===== config.mk =====
export PLATFORM = sky130hd
export DESIGN_NAME = mac_accumulator
export DESIGN_NICKNAME = d
export VERILOG_FILES = /design/src/rtl/mac_pkg.sv /design/src/rtl/mac_multiplier.sv /design/src/rtl/mac_accumulator.sv
export SDC_FILE = /design/constraint.sdc
export NUM_CORES = 1
export LEC_CHECK = 0
export CORE_MARGIN = 2
export CORE_UTILIZATION = 25
export CTS_CLUSTER_DIAMETER = 80
export CTS_CLUSTER_SIZE = 16
export DETAILED_ROUTE_END_ITERATION = 16
export PLACE_DENSITY = 0.52
export SYNTH_ARGS = -nofsm -noshare
export SYNTH_HDL_FRONTEND = slang
export SYNTH_SLANG_ARGS = --single-unit

===== constraint.sdc =====
create_clock -name clk -period 3.2 [get_ports clk]
set_clock_uncertainty 0.1 [all_clocks]
set_input_delay 0.32 -clock clk [delete_from_list [all_inputs] [get_ports clk]]
set_output_delay 0.32 -clock clk [all_outputs]
set_load 0.05 [all_outputs]

===== src/rtl/mac_pkg.sv =====
// rtl/mac_pkg.sv - shared widths and saturation limits for the MAC datapath
package mac_pkg;

  localparam int PROD_W        = 16;
  localparam int ACC_W_DEFAULT = 24;

  // Limits are returned as w-bit patterns in the low bits of a 32-bit word.
  function automatic logic [31:0] umax_limit(input int w);
    logic [32:0] t;
    t = (33'd1 << w) - 33'd1;
    return t[31:0];
  endfunction

  function automatic logic [31:0] smax_limit(input int w);
    return (32'd1 << (w - 1)) - 32'd1;
  endfunction

  function automatic logic [31:0] smin_limit(input int w);
    return 32'd1 << (w - 1);
  endfunction

endpackage


===== src/rtl/mac_multiplier.sv =====
// rtl/mac_multiplier.sv - registered 8x8 multiply stage with valid/clear pass-through
module mac_multiplier
  import mac_pkg::*;
#(
  parameter int SIGNED = 0
) (
  input  logic              clk,
  input  logic              rst,
  input  logic [7:0]        a,
  input  logic [7:0]        b,
  input  logic              valid,
  input  logic              clear,
  output logic [PROD_W-1:0] product,
  output logic              prod_valid,
  output logic              prod_clear
);

  logic [PROD_W-1:0] a_x;
  logic [PROD_W-1:0] b_x;
  logic [PROD_W-1:0] mult;

  // Extending to the product width first makes the low 16 bits correct for both signednesses.
  always_comb begin
    a_x = {8'd0, a};
    b_x = {8'd0, b};
    if (SIGNED != 0) begin
      a_x = {{8{a[7]}}, a};
      b_x = {{8{b[7]}}, b};
    end
    mult = a_x * b_x;
  end

  always_ff @(posedge clk or posedge rst) begin
    if (rst) begin
      product    <= '0;
      prod_valid <= 1'b0;
      prod_clear <= 1'b0;
    end else begin
      prod_valid <= valid;
      prod_clear <= clear;
      if (valid) product <= mult;
    end
  end

endmodule


===== src/rtl/mac_accumulator.sv =====
// rtl/mac_accumulator.sv - two-stage saturating multiply-accumulate with byte readout
module mac_accumulator
  import mac_pkg::*;
#(
  parameter int ACC_W  = ACC_W_DEFAULT,
  parameter int SIGNED = 0
) (
  input  logic             clk,
  input  logic             rst,
  input  logic [7:0]       data_a_in,
  input  logic [7:0]       data_b_in,
  input  logic             clear_mult_in,
  input  logic             valid_in,
  input  logic [1:0]       byte_sel,
  output logic [ACC_W-1:0] acc_out,
  output logic             acc_valid,
  output logic             overflow,
  output logic [7:0]       term_count,
  output logic [7:0]       result_byte
);

  localparam logic [ACC_W-1:0] UMAX = ACC_W'(umax_limit(ACC_W));
  localparam logic [ACC_W-1:0] SMAX = ACC_W'(smax_limit(ACC_W));
  localparam logic [ACC_W-1:0] SMIN = ACC_W'(smin_limit(ACC_W));

  logic [PROD_W-1:0] product;
  logic              v1;
  logic              clr1;
  logic [ACC_W-1:0]  acc;
  logic [ACC_W:0]    acc_x;
  logic [ACC_W:0]    prod_x;
  logic [ACC_W:0]    sum;
  logic              clamp;
  logic [ACC_W-1:0]  acc_next;
  logic [31:0]       acc_wide;
  logic [7:0]        byte_next;

  mac_multiplier #(
    .SIGNED(SIGNED)
  ) u_mult (
    .clk       (clk),
    .rst       (rst),
    .a         (data_a_in),
    .b         (data_b_in),
    .valid     (valid_in),
    .clear     (clear_mult_in),
    .product   (product),
    .prod_valid(v1),
    .prod_clear(clr1)
  );

  // One guard bit above the accumulator exposes carry-out / signed overflow.
  always_comb begin
    if (SIGNED != 0) begin
      acc_x  = {acc[ACC_W-1], acc};
      prod_x = {{(ACC_W + 1 - PROD_W){product[PROD_W-1]}}, product};
    end else begin
      acc_x  = {1'b0, acc};
      prod_x = {{(ACC_W + 1 - PROD_W){1'b0}}, product};
    end
    sum = acc_x + prod_x;
    if (SIGNED != 0) begin
      clamp    = sum[ACC_W] ^ sum[ACC_W-1];
      acc_next = sum[ACC_W] ? SMIN : SMAX;
    end else begin
      clamp    = sum[ACC_W];
      acc_next = UMAX;
    end
    if (!clamp) acc_next = sum[ACC_W-1:0];
  end

  always_comb begin
    acc_wide             = '0;
    acc_wide[ACC_W-1:0]  = acc;
    case (byte_sel)
      2'd0:    byte_next = acc_wide[7:0];
      2'd1:    byte_next = acc_wide[15:8];
      2'd2:    byte_next = acc_wide[23:16];
      default: byte_next = acc_wide[31:24];
    endcase
  end

  always_ff @(posedge clk or posedge rst) begin
    if (rst) begin
      acc         <= '0;
      acc_valid   <= 1'b0;
      overflow    <= 1'b0;
      term_count  <= '0;
      result_byte <= '0;
    end else begin
      acc_valid   <= v1;
      result_byte <= byte_next;
      if (v1 && clr1) begin
        acc        <= prod_x[ACC_W-1:0];
        overflow   <= 1'b0;
        term_count <= 8'd1;
      end else if (clr1) begin
        acc        <= '0;
        overflow   <= 1'b0;
        term_count <= 8'd0;
      end else if (v1) begin
        acc <= acc_next;
        if (clamp) overflow <= 1'b1;
        if (term_count != 8'hFF) term_count <= term_count + 8'd1;
      end
    end
  end

  assign acc_out = acc;

endmodule


==> flow_summary.yaml <==
floorplan:
  num_rows: 54
  coreArea_um2: 21800
  die_w_um: 153
  fp.dieH_um: 153
  ios: 64
  die_area_um2: 23500
  initial_utilization_pct: 25.5
status:
  violations: "negative setup slack"
  status: "finished, violations left"
worst_setup_path:
  timing.rr.start: "u_mult.product[0]"
  crit_top_cell: "fa_1"
  worst-path-buf-inv: 6
  crit_path_start_kind: "input pin"
  path_cells: "buf_8, and2_4, fa_1, inv_1, fa_1, inv_1, fa_1, inv_1, fa_1, inv_2, ha_4, o21a_1, o31ai_4, a21oi_2, buf_4, o21a_1, nor2_2, xnor2_1, mux2_4"
  endpoint_kind: "register"
  regToRegSetupSlack_ns: 0.33
  rr_worst_depth: 10
  cp_slowest_cell: "fa_1"
  worstSetupEndpoint: "u_mult.product[11]"
  worstPathMaxFanout: 5
  path_class: "in -> reg"
  crit_required_ns: 3.32
  crit_family: "adder cells"
  critical_path_depth: 19
  r2r-end: "acc_out[17]"
  max_stage_delay_ns: 0.52
  crit_arrival_ns: 4.05
  crit_path_start: "data_b_in[2]"
global_route:
  met3_usage_pct: 1.30
  use_met1_pct: 17.1
  grt_pass1_wl_um: 23300
  grt_pass1_vias: 4640
  use_met2_pct: 18.7
  grt_max_degree: 61
  grt_busiest_layer: "met2"
  grt_antenna_before_repair: 0
  grt_use_total_pct: 12.0
  gr-total-overflow: 0
min_path:
  min_path_type: "in -> reg"
detailed_routing:
  avgViaCountPerCell: 4.57
  ant_nets: 0
  wl_per_cell_um: 13.7
  num_vias: 4574
  drt_wl_total_um: 13700
  drtIter0Drc: 185
  drc: 0
  firstDrtPassIters: 4
layout:
  n_antenna_cell: 0
  drive_gt1_share_pct: 22.2
  multiInputGateArea_um2: 4020
  regArea_um2: 1500
  area_growth_syn_to_layout_pct: 33.8
  final_cell_area_um2: 7440
  fill_cells: 2274
  num-nets-final: 829
  final_core_util_pct: 34.1
timing:
  tns_ns: -4.98
  maxSlewViolCount: 0
  worst_slack_ns: -0.731
  finalCritPeriodShare_pct: 123
  hold_violations: 0
  slew_headroom_pct: 46.7
  layout_min_cycle_time_ns: 3.93
  hold_ws_ns: 0.336
  worstMarginPinSlew_ns: 0.799
  rsz0062_at_grt: "yes"
  setup_viol: 9
  clock.fmax_mhz: 254
clock_tree:
  clk_pin_slew_ns: 0.05
  tritoncts: "built"
  h-tree-depth: 3
  clock-sinks: 60
  clock_latency_ns: 0.33
  clockBufferDepth: 2
  ctsHoldBuffers: 0
  numCtsBuffers: 9
  root_buffer: "clkbuf_16"
power_and_ir_drop:
  peakVddDrop_mv: 0.313
  total_power_mw: 5.88
  power_density_nw_per_um2: 790
  leakage_nw: 3.40
logic_synthesis:
  avgSynthCellArea_um2: 9.23
  ys_dominant_reg_cell: "dfrtp_1"
  synth-seq-area-share_pct: 27.0
  synth_area_um2: 5560
  synthArstFlopShare_pct: 100
  synth_nets: 715
  ys_warn_count: 0
  synth_seq_cells: 60
  synthCells: 603
  synth_edf_count: 0
  ys_types: 63
placement:
  dpl.hpwl_um: 10700
  placed_area_um2: 6930
  gp_congestion: 0.807
  io_buffers: 63
flow_run:
  max_cap_violations: 0
-- worst min path at each step --
stage                              endpoint     startpoint  cells after the start  slack, ns
after global placement             overflow       overflow                      2       0.38
after floorplan           u_mult.prod_clear  clear_mult_in                      0       0.25
after detailed placement           overflow       overflow                      2       0.40
final                     u_mult.product[0]   data_a_in[0]                      4       0.34
after global routing      u_mult.prod_clear  clear_mult_in                      1       0.34
after CTS                 u_mult.product[0]   data_a_in[0]                      4       0.33
-- cells in the mapped netlist (7+ instances only) --
| cell | number | area share [%] |
|---|---|---|
| and2_1 | 47 | 5.3 |
| o22ai_1 | 9 | 1.0 |
| nand2_1 | 60 | 4.0 |
| dfrtp_1 | 60 | 27 |
| o21ai_0 | 48 | 4.3 |
| clkbuf_1 | 8 | 0.54 |
| nor2b_1 | 8 | 0.90 |
| mux2i_1 | 9 | 1.6 |
| a21oi_1 | 26 | 2.3 |
| fa_1 | 37 | 13 |
| nor2_1 | 28 | 1.9 |
| o21a_1 | 7 | 0.94 |
| xor2_1 | 12 | 1.9 |
| mux2_2 | 9 | 1.8 |
| xnor2_1 | 10 | 1.6 |
| inv_1 | 55 | 3.7 |
| a21o_1 | 7 | 0.94 |
| nand4_1 | 7 | 0.79 |
| ha_1 | 53 | 12 |
| a31oi_1 | 8 | 0.90 |
| nand3_1 | 10 | 0.90 |
-- power by group --
| part | switching, mW | total (mW) | internal, mW |
|---|---|---|---|
| clock network | 0.333 | 0.967 | 0.634 |
| registers | 0.220 | 1.17 | 0.951 |
| logic | 2.01 | 3.74 | 1.73 |
-- layout make-up --
class                           instances  area share, %
Clock buffer                           12           3.45
Clock inverter                          2          0.471
Inverter                               55           2.77
Multi-Input combinational cell        469           54.0
Sequential cell                        60           20.2
Tap cell                              280           4.71
Timing Repair Buffer                  122           14.4
-- worst register-to-register path, delay by kind of cell (launching register included) --
kind	cells	cell delay [ns]
buffers and inverters	1	0.07
adders and majority gates	2	0.62
DFF	1	0.40
AOI/OAI and AO/OA	2	0.47
and+or+nand+nor	5	1.14
-- per-stage QoR --
stage | instances | setup slack, ns
after floorplan | 603 | -0.841
after global placement | 981 | -1.57
after detailed placement | 981 | -1.62
after CTS | 1000 | -0.719
after global routing | 1000 | -0.861
final | 1000 | -0.731
-- state kept, by name, indices dropped and copies added (netlist names) --
name and flops:
u_mult.product 16, u_mult.prod_valid 1, acc_valid 1, overflow 1, acc_out 24, u_mult.prod_clear 1
result_byte 8, term_count 8
-- repair_timing --
| item | CTS | global route |
|---|---|---|
| gates resized for setup | 86 | 40 |
| endpoints found under the setup margin | 12 | 11 |
| hold endpoints to repair | 0 | 0 |
| buffers inserted | 5 | 3 |
| pin swaps | 19 | 22 |
-- placed cells by master, fill, tap and decap left out, drive strengths merged, types with 8 or more instances in the layout --
cell type	n
and2	47
a211oi	8
nor2b	8
o22ai	9
o21ai	48
clkdlybuf4s50	47
dfrtp	60
a21oi	27
xor2	12
mux2i	9
buf	71
nor2	29
nand3	10
mux2	9
nand2	60
xnor2	10
inv	55
clkbuf	13
fa	37
a31oi	8
ha	53
-- layer usage --
layer,wire [um],vias up
li1,-,2326
met1,6990,2150
met2,6130,82
met3,389,16
met4,215,0
met5,0,-
-- kinds of logic after synthesis --
kind of cell               count (synthesis)  synth area share, %
muxes                                     18                 3.44
xor gates and xnor gates                  22                 3.46
and+or+nand+nor                          194                 18.6
buffers and inverters                     74                 5.42
AOI/OAI and AO/OA                        145                 16.9
adders and majority gates                 90                 25.2
DFF                                       60                 27.0
Note: power is estimated with default switching activity, not from simulation.
